### src/rtl/cam_i2c_init_seq_if.sv
// cam_i2c_init_seq_if: write-request bundle between the init
// sequencer (master) and the i2c_core single-byte master (slave).
interface cam_i2c_init_seq_if;
  logic       i2c_rqt;
  logic       cmd;
  logic [6:0] addr_dev;
  logic [7:0] addr_reg_H;
  logic [7:0] addr_reg_L;
  logic [7:0] data_wr_H;
  logic [7:0] data_wr_L;
  logic       i2c_done;

  modport master (
    output i2c_rqt, cmd, addr_dev,
    output addr_reg_H, addr_reg_L,
    output data_wr_H, data_wr_L,
    input  i2c_done
  );

  modport slave (
    input  i2c_rqt, cmd, addr_dev,
    input  addr_reg_H, addr_reg_L,
    input  data_wr_H, data_wr_L,
    output i2c_done
  );
endinterface

### src/rtl/cam_i2c_init_seq.sv
// cam_i2c_init_seq: walks a sensor register ROM and issues one
// i2c_core write per entry, with delays, retry and reset-pin control.
module cam_i2c_init_seq #(
  parameter logic [6:0] DEV_ADDR    = 7'h36,
  parameter int          ROM_AW      = 8,
  parameter int          PWRUP_CYC   = 1000000,
  parameter int          DLY_UNIT    = 100000,
  parameter int          RQT_HOLD    = 8,
  parameter int          TIMEOUT_CYC = 2000000,
  parameter int          MAX_RETRY   = 3
) (
  input  logic              clk,
  input  logic              rst_n,
  input  logic              start,
  output logic [ROM_AW-1:0] rom_addr,
  input  logic [23:0]       rom_data,
  cam_i2c_init_seq_if.master i2c,
  output logic              cam_rst_n,
  output logic              busy,
  output logic              init_done,
  output logic              init_err,
  output logic [ROM_AW-1:0] err_index
);

  localparam logic [3:0] S_IDLE   = 4'd0;
  localparam logic [3:0] S_PWR_LO = 4'd1;
  localparam logic [3:0] S_PWR_HI = 4'd2;
  localparam logic [3:0] S_FETCH  = 4'd3;
  localparam logic [3:0] S_DECODE = 4'd4;
  localparam logic [3:0] S_REQ    = 4'd5;
  localparam logic [3:0] S_WAIT   = 4'd6;
  localparam logic [3:0] S_GAP    = 4'd7;
  localparam logic [3:0] S_DELAY  = 4'd8;
  localparam logic [3:0] S_DONE   = 4'd9;
  localparam logic [3:0] S_ERROR  = 4'd10;

  localparam logic [31:0] PWR_LAST  = 32'(PWRUP_CYC - 1);
  localparam logic [31:0] HOLD_LAST = 32'(RQT_HOLD - 1);
  localparam logic [31:0] TMO_LAST  = 32'(TIMEOUT_CYC - 1);
  localparam logic [31:0] GAP_LAST  = 32'd15;
  localparam logic [ROM_AW-1:0] IDX_LAST = {ROM_AW{1'b1}};

  logic [3:0]        state_q, state_d;
  logic [31:0]       cnt_q, cnt_d;
  logic [31:0]       tmo_q, tmo_d;
  logic [7:0]        retry_q, retry_d;
  logic [ROM_AW-1:0] idx_q, idx_d;
  logic [ROM_AW-1:0] eidx_q, eidx_d;
  logic [15:0]       areg_q, areg_d;
  logic [7:0]        dat_q, dat_d;
  logic              start_q;
  logic              rqt_q, rqt_d;
  logic              camr_q, camr_d;
  logic              busy_q, busy_d;
  logic              done_q, done_d;
  logic              err_q, err_d;

  logic        start_edge;
  logic [31:0] dly;

  assign start_edge = start & ~start_q;
  assign dly        = 32'(rom_data[7:0]) * 32'(DLY_UNIT);

  always_comb begin
    state_d = state_q;
    cnt_d   = cnt_q;
    tmo_d   = tmo_q;
    retry_d = retry_q;
    idx_d   = idx_q;
    eidx_d  = eidx_q;
    areg_d  = areg_q;
    dat_d   = dat_q;
    rqt_d   = rqt_q;
    camr_d  = camr_q;
    busy_d  = busy_q;
    done_d  = done_q;
    err_d   = err_q;
    case (state_q)
      S_IDLE: begin
        if (start_edge) begin
          state_d = S_PWR_LO;
          busy_d  = 1'b1;
          camr_d  = 1'b0;
          done_d  = 1'b0;
          err_d   = 1'b0;
          eidx_d  = '0;
          idx_d   = '0;
          cnt_d   = '0;
        end
      end
      S_PWR_LO: begin
        if (cnt_q == PWR_LAST) begin
          cnt_d   = '0;
          camr_d  = 1'b1;
          state_d = S_PWR_HI;
        end else begin
          cnt_d = cnt_q + 32'd1;
        end
      end
      S_PWR_HI: begin
        if (cnt_q == PWR_LAST) begin
          cnt_d   = '0;
          state_d = S_FETCH;
        end else begin
          cnt_d = cnt_q + 32'd1;
        end
      end
      S_FETCH: state_d = S_DECODE;
      S_DECODE: begin
        if (rom_data[23:8] == 16'hFFFE) begin
          state_d = S_DONE;
        end else if (rom_data[23:8] == 16'hFFFF) begin
          cnt_d   = dly;
          state_d = S_DELAY;
        end else begin
          areg_d  = rom_data[23:8];
          dat_d   = rom_data[7:0];
          retry_d = '0;
          cnt_d   = '0;
          tmo_d   = '0;
          rqt_d   = 1'b1;
          state_d = S_REQ;
        end
      end
      S_REQ: begin
        tmo_d = tmo_q + 32'd1;
        if (cnt_q == HOLD_LAST) begin
          rqt_d   = 1'b0;
          state_d = S_WAIT;
        end else begin
          cnt_d = cnt_q + 32'd1;
        end
      end
      S_WAIT: begin
        // a completion coinciding with the timeout wins
        if (i2c.i2c_done) begin
          cnt_d   = '0;
          state_d = S_GAP;
        end else if (tmo_q == TMO_LAST) begin
          if (retry_q < 8'(MAX_RETRY)) begin
            retry_d = retry_q + 8'd1;
            cnt_d   = '0;
            tmo_d   = '0;
            rqt_d   = 1'b1;
            state_d = S_REQ;
          end else begin
            state_d = S_ERROR;
          end
        end else begin
          tmo_d = tmo_q + 32'd1;
        end
      end
      S_GAP: begin
        if (cnt_q == GAP_LAST) begin
          if (idx_q == IDX_LAST) begin
            state_d = S_DONE;
          end else begin
            idx_d   = idx_q + ROM_AW'(1);
            state_d = S_FETCH;
          end
        end else begin
          cnt_d = cnt_q + 32'd1;
        end
      end
      S_DELAY: begin
        if (cnt_q == '0) begin
          if (idx_q == IDX_LAST) begin
            state_d = S_DONE;
          end else begin
            idx_d   = idx_q + ROM_AW'(1);
            state_d = S_FETCH;
          end
        end else begin
          cnt_d = cnt_q - 32'd1;
        end
      end
      S_DONE: begin
        done_d  = 1'b1;
        busy_d  = 1'b0;
        state_d = S_IDLE;
      end
      S_ERROR: begin
        err_d   = 1'b1;
        eidx_d  = idx_q;
        busy_d  = 1'b0;
        state_d = S_IDLE;
      end
      default: state_d = S_IDLE;
    endcase
  end

  always_ff @(posedge clk or negedge rst_n) begin
    if (!rst_n) begin
      state_q <= S_IDLE;
      cnt_q   <= '0;
      tmo_q   <= '0;
      retry_q <= '0;
      idx_q   <= '0;
      eidx_q  <= '0;
      areg_q  <= '0;
      dat_q   <= '0;
      start_q <= 1'b0;
      rqt_q   <= 1'b0;
      camr_q  <= 1'b0;
      busy_q  <= 1'b0;
      done_q  <= 1'b0;
      err_q   <= 1'b0;
    end else begin
      state_q <= state_d;
      cnt_q   <= cnt_d;
      tmo_q   <= tmo_d;
      retry_q <= retry_d;
      idx_q   <= idx_d;
      eidx_q  <= eidx_d;
      areg_q  <= areg_d;
      dat_q   <= dat_d;
      start_q <= start;
      rqt_q   <= rqt_d;
      camr_q  <= camr_d;
      busy_q  <= busy_d;
      done_q  <= done_d;
      err_q   <= err_d;
    end
  end

  assign rom_addr       = idx_q;
  assign err_index      = eidx_q;
  assign cam_rst_n      = camr_q;
  assign busy           = busy_q;
  assign init_done      = done_q;
  assign init_err       = err_q;
  assign i2c.i2c_rqt    = rqt_q;
  assign i2c.cmd        = 1'b1;
  assign i2c.addr_dev   = DEV_ADDR;
  assign i2c.addr_reg_H = areg_q[15:8];
  assign i2c.addr_reg_L = areg_q[7:0];
  assign i2c.data_wr_H  = dat_q;
  assign i2c.data_wr_L  = 8'h00;

endmodule

### src/flat_wrapper.sv
// flat-port wrapper written by rule: the top's interface ports become plain ports
module cam_i2c_init_seq_flat 
#(
  parameter logic [6:0] DEV_ADDR    = 7'h36,
  parameter int          ROM_AW      = 8,
  parameter int          PWRUP_CYC   = 1000000,
  parameter int          DLY_UNIT    = 100000,
  parameter int          RQT_HOLD    = 8,
  parameter int          TIMEOUT_CYC = 2000000,
  parameter int          MAX_RETRY   = 3
)
  (clk, rst_n, start, rom_addr, rom_data, cam_rst_n, busy, init_done, init_err, err_index, i2c_i2c_rqt, i2c_cmd, i2c_addr_dev, i2c_addr_reg_H, i2c_addr_reg_L, i2c_data_wr_H, i2c_data_wr_L, i2c_i2c_done);
  cam_i2c_init_seq_if i2c_i ();
  input  logic clk;
  input  logic rst_n;
  input  logic start;
  output logic [ROM_AW-1:0] rom_addr;
  input  logic [23:0] rom_data;
  output logic cam_rst_n;
  output logic busy;
  output logic init_done;
  output logic init_err;
  output logic [ROM_AW-1:0] err_index;
  output wire logic [$bits(i2c_i.i2c_rqt)-1:0] i2c_i2c_rqt;
  output wire logic [$bits(i2c_i.cmd)-1:0] i2c_cmd;
  output wire logic [$bits(i2c_i.addr_dev)-1:0] i2c_addr_dev;
  output wire logic [$bits(i2c_i.addr_reg_H)-1:0] i2c_addr_reg_H;
  output wire logic [$bits(i2c_i.addr_reg_L)-1:0] i2c_addr_reg_L;
  output wire logic [$bits(i2c_i.data_wr_H)-1:0] i2c_data_wr_H;
  output wire logic [$bits(i2c_i.data_wr_L)-1:0] i2c_data_wr_L;
  input wire logic [$bits(i2c_i.i2c_done)-1:0] i2c_i2c_done;
  assign i2c_i2c_rqt = i2c_i.i2c_rqt;
  assign i2c_cmd = i2c_i.cmd;
  assign i2c_addr_dev = i2c_i.addr_dev;
  assign i2c_addr_reg_H = i2c_i.addr_reg_H;
  assign i2c_addr_reg_L = i2c_i.addr_reg_L;
  assign i2c_data_wr_H = i2c_i.data_wr_H;
  assign i2c_data_wr_L = i2c_i.data_wr_L;
  assign i2c_i.i2c_done = i2c_i2c_done;
  cam_i2c_init_seq #(.DEV_ADDR(DEV_ADDR), .ROM_AW(ROM_AW), .PWRUP_CYC(PWRUP_CYC), .DLY_UNIT(DLY_UNIT), .RQT_HOLD(RQT_HOLD), .TIMEOUT_CYC(TIMEOUT_CYC), .MAX_RETRY(MAX_RETRY)) u_core (.clk(clk), .rst_n(rst_n), .start(start), .rom_addr(rom_addr), .rom_data(rom_data), .i2c(i2c_i), .cam_rst_n(cam_rst_n), .busy(busy), .init_done(init_done), .init_err(init_err), .err_index(err_index));
endmodule
### config.mk
export PLATFORM = sky130hd
export DESIGN_NAME = cam_i2c_init_seq_flat
export DESIGN_NICKNAME = d
export VERILOG_FILES = /design/src/rtl/cam_i2c_init_seq_if.sv /design/src/rtl/cam_i2c_init_seq.sv /design/src/flat_wrapper.sv
export SDC_FILE = /design/constraint.sdc
export NUM_CORES = 1
export LEC_CHECK = 0
export CAP_MARGIN = 40
export CORE_AREA = 10 10 131 133
export CTS_CLUSTER_SIZE = 28
export DETAILED_ROUTE_END_ITERATION = 10
export DIE_AREA = 0 0 141 143
export PLACE_DENSITY_LB_ADDON = 0.05
export SETUP_SLACK_MARGIN = 0.4
export SKIP_LAST_GASP = 1
export SLEW_MARGIN = 20
export SYNTH_ARGS = -nofsm -noshare
export SYNTH_HDL_FRONTEND = slang
export SYNTH_SLANG_ARGS = --single-unit
### constraint.sdc
create_clock -name clk -period 6.29 [get_ports clk]
set_input_delay 1.887 -clock clk [delete_from_list [all_inputs] [get_ports clk]]
set_output_delay 1.887 -clock clk [all_outputs]
set_load 0.005 [all_outputs]
==> flow_summary.json <==
{
  "outcome": "completed",
  "clk_pin_slew_ns": 0.06,
  "min_period_ns": 5.69,
  "post_cts_buffers": 0,
  "slew-limit-headroom": 0.444,
  "drt_wl_total_um": 23000,
  "rsz0062_at_grt": "false",
  "hold_class": "register to register",
  "crit_required_ns": 6.60,
  "timing.fmax_mhz": 176,
  "pin_count": 89,
  "final_hold_viol_count": 0,
  "cp-start-kind": "input pin",
  "cts_resized": 0,
  "maxCapViolations": 0,
  "nNetsFinal": 1135,
  "power_density_nw_per_um2": 386,
  "cts.sinks": 122,
  "grt_usage": 0.227,
  "avgSynthCellArea_sq_um": 9.05,
  "grt_pass1_vias": 7458,
  "cp_slowest_cell": "fa_1",
  "antenna_found_initial": 0,
  "worst_clock_skew_ns": 0.00765,
  "gp_congestion": 0.893,
  "hp-start": "u_core.i2c.i2c_rqt",
  "postCtsHoldBufs": 0,
  "drv_slew": 0,
  "h-tree-depth": 4,
  "cp_common_cell": "ha_1",
  "syn2layout_area_growth_pct": 14.1,
  "n_antenna_cell": 0,
  "dieArea_sq_um": 20200,
  "route.detailed.vias_per_inst": 6.36,
  "path_class": "input pin to register",
  "yosysSeqAreaShare": 0.339,
  "r2r-end": "u_core.cnt_q[13]",
  "dr.pass1.iters": 9,
  "synthCells": 994,
  "antenna_left": 0,
  "r2r_cells": 8,
  "start_util": 0.624,
  "grt_max_degree": 48,
  "num_vias": 7842,
  "cts_tree": "done",
  "die-height_um": 143,
  "ys_ff_latch": 122,
  "max_stage_delay_ns": 0.49,
  "crit_path_end_kind": "register",
  "yosys_warnings": 0,
  "cts_made_buffers": 17,
  "cts-root-buf": "clkbuf_16",
  "ys_async_sr_fraction": 1.00,
  "min_path_cells": 1,
  "rr_startpoint": "u_core.state_q[0]",
  "ir_worst_vdd_uv": 295,
  "crit_arrival_ns": 6.00,
  "cp_cell_sequence": "clkdlybuf4s50_1 -> ha_1 -> ha_1 -> inv_1 -> fa_1 -> inv_1 -> fa_1 -> ha_1 -> a211o_1 -> a211oi_1 -> o21ai_0 -> a21oi_1 -> o21ai_0 -> xor2_1 -> a221o_1",
  "drive_gt1_frac": 0.102,
  "routedWlPerCell_um": 18.7,
  "finalCritPeriodShare": 0.905,
  "cts_buffer_depth": 2,
  "reg2reg_slack_ns": 2.77,
  "synth.distinct_cells": 91,
  "setup_viol": 0,
  "setup_ws_ns": 0.600,
  "drt_drc_violations_left": 0,
  "numPortBuffers": 72,
  "die_w_um": 141,
  "dp_hpwl_um": 16300,
  "synth_edf_count": 0,
  "rows": 44,
  "gr-total-overflow": 0,
  "netlist_area_sq_um": 8990,
  "min_to": "u_core.i2c.i2c_rqt",
  "tightestPinTransition_ns": 0.829,
  "grt_pass1_wl_um": 38000,
  "dp_slack_ns": 0.193,
  "coreArea_sq_um": 14400,
  "ys.flop_type": "dfrtp_1",
  "worstPathMaxFanout": 5,
  "clk_latency_ns": 0.43,
  "leakagePower_nw": 4.47,
  "nFillCells": 1151,
  "tns_ns": 0,
  "drtIter0Drc": 771
}
-- cell usage after synthesis (9+ instances only) --
| cell | n | area [sq um] |
|---|---|---|
| buf_2 | 14 | 70.1 |
| mux2_2 | 26 | 293 |
| o31ai_1 | 10 | 75.1 |
| a21oi_1 | 40 | 200 |
| xnor2_1 | 21 | 184 |
| nor3_1 | 31 | 155 |
| and3_1 | 16 | 100 |
| buf_4 | 18 | 135 |
| nor2_1 | 77 | 289 |
| nor4_1 | 21 | 131 |
| and4_1 | 9 | 78.8 |
| a31oi_1 | 9 | 56.3 |
| a22o_1 | 11 | 96.3 |
| dfrtp_1 | 122 | 3050 |
| fa_1 | 12 | 240 |
| nand3_1 | 48 | 240 |
| xor2_1 | 35 | 307 |
| inv_1 | 21 | 78.8 |
| ha_1 | 59 | 738 |
| o21ai_0 | 58 | 290 |
| clkbuf_1 | 38 | 143 |
| nand4_1 | 26 | 163 |
| nand2_1 | 91 | 342 |
| a21o_1 | 10 | 75.1 |
-- kinds of logic (layout without fill, tap and decap cells) --
kind of cell / after synthesis / after routing / synth area share
fa+ha+maj: 71 / 71 / 0.109
compound gates: 227 / 227 / 0.175
mux: 29 / 29 / 0.0359
other cells: 2 / 16 / 0.000835
buf+inv: 101 / 142 / 0.0572
xor+xnor: 56 / 56 / 0.0545
flops: 122 / 122 / 0.339
simple gates: 386 / 386 / 0.228
-- layer usage --
| layer | vias to the layer above | GRT usage | wire length (um) |
|---|---|---|---|
| met4 | 0 | 0.0598 | 348 |
| met5 | - | 0 | 0 |
| met3 | 34 | 0.0769 | 2220 |
| li1 | 3739 | - | - |
| met2 | 324 | 0.341 | 10100 |
| met1 | 3745 | 0.306 | 10400 |
-- cell usage in the layout (no fill, tap or decap), types with 9 or more instances in the layout --
cell type and count:
conb_1 16, fa_1 12, nand4_1 26, clkbuf_16 17, dfrtp_1 122, inv_1 21
and4_1 9, a22o_1 11, xnor2_1 21, nand3_1 48, clkdlybuf4s50_1 71, nand2_1 91
nor3_1 30, and3_1 16, mux2_2 26, a21o_1 10, ha_1 59, a21oi_1 40
xor2_1 35, buf_4 14, nor2_1 77, o31ai_1 10, nor4_1 20, o21ai_0 58
-- state kept, by name (all words and copies together) (netlist names), 4 cells and up --
register,cells
u_core.cnt_q,32
u_core.tmo_q,32
u_core.areg_q,16
u_core.err_index,8
u_core.i2c.data_wr_H,8
u_core.retry_q,8
u_core.rom_addr,8
u_core.state_q,4
-- worst max-delay path, delay by kind of cell --
| family | cells | cell delay [ns] |
|---|---|---|
| AO/OA/AOI/OAI | 6 | 1.44 |
| adder cells (fa/ha/maj) | 5 | 1.98 |
| buffers and inverters | 3 | 0.53 |
| XOR/XNOR | 1 | 0.16 |
-- metrics by stage --
stage               instance area (sq um)  total power [mW]  std cells  hold WS (ns)   util
floorplan                            9050              2.43       1008         0.464      -
global placement                     9670              2.97       1198         0.460  0.671
detailed placement                   9690              3.00       1199         0.465  0.672
CTS                                 10200              3.95       1231         0.478  0.710
global route                        10300              4.22       1233         0.506  0.711
finish                              10300              3.96       1233         0.474  0.711
-- power breakdown --
part | switching [mW] | internal (mW)
Clock | 0.413 | 0.518
Sequential | 0.171 | 0.942
Combinational | 1.09 | 0.827
-- layout make-up --
cell class                      count  area, sq um  area share
Clock inverter                     15          131      0.0128
Tap cell                          184          230      0.0224
Clock buffer                       17          425      0.0415
Timing Repair Buffer               88          841      0.0820
Sequential cell                   122         3050       0.298
Inverter                           22         82.6     0.00805
Multi-Input combinational cell    785         5500       0.536
-- worst max path at each step --
stage	slack [ns]	endpoint	start
after floorplan	0.88	u_core.cnt_q[23]	rom_data[2]
after global placement	0.24	u_core.cnt_q[23]	rom_data[2]
after detailed placement	0.19	u_core.cnt_q[23]	rom_data[2]
after CTS	0.61	u_core.cnt_q[23]	rom_data[2]
after global routing	0.40	u_core.cnt_q[23]	rom_data[2]
final	0.60	u_core.cnt_q[23]	rom_data[2]
Note: power is estimated with default switching activity, not from simulation.
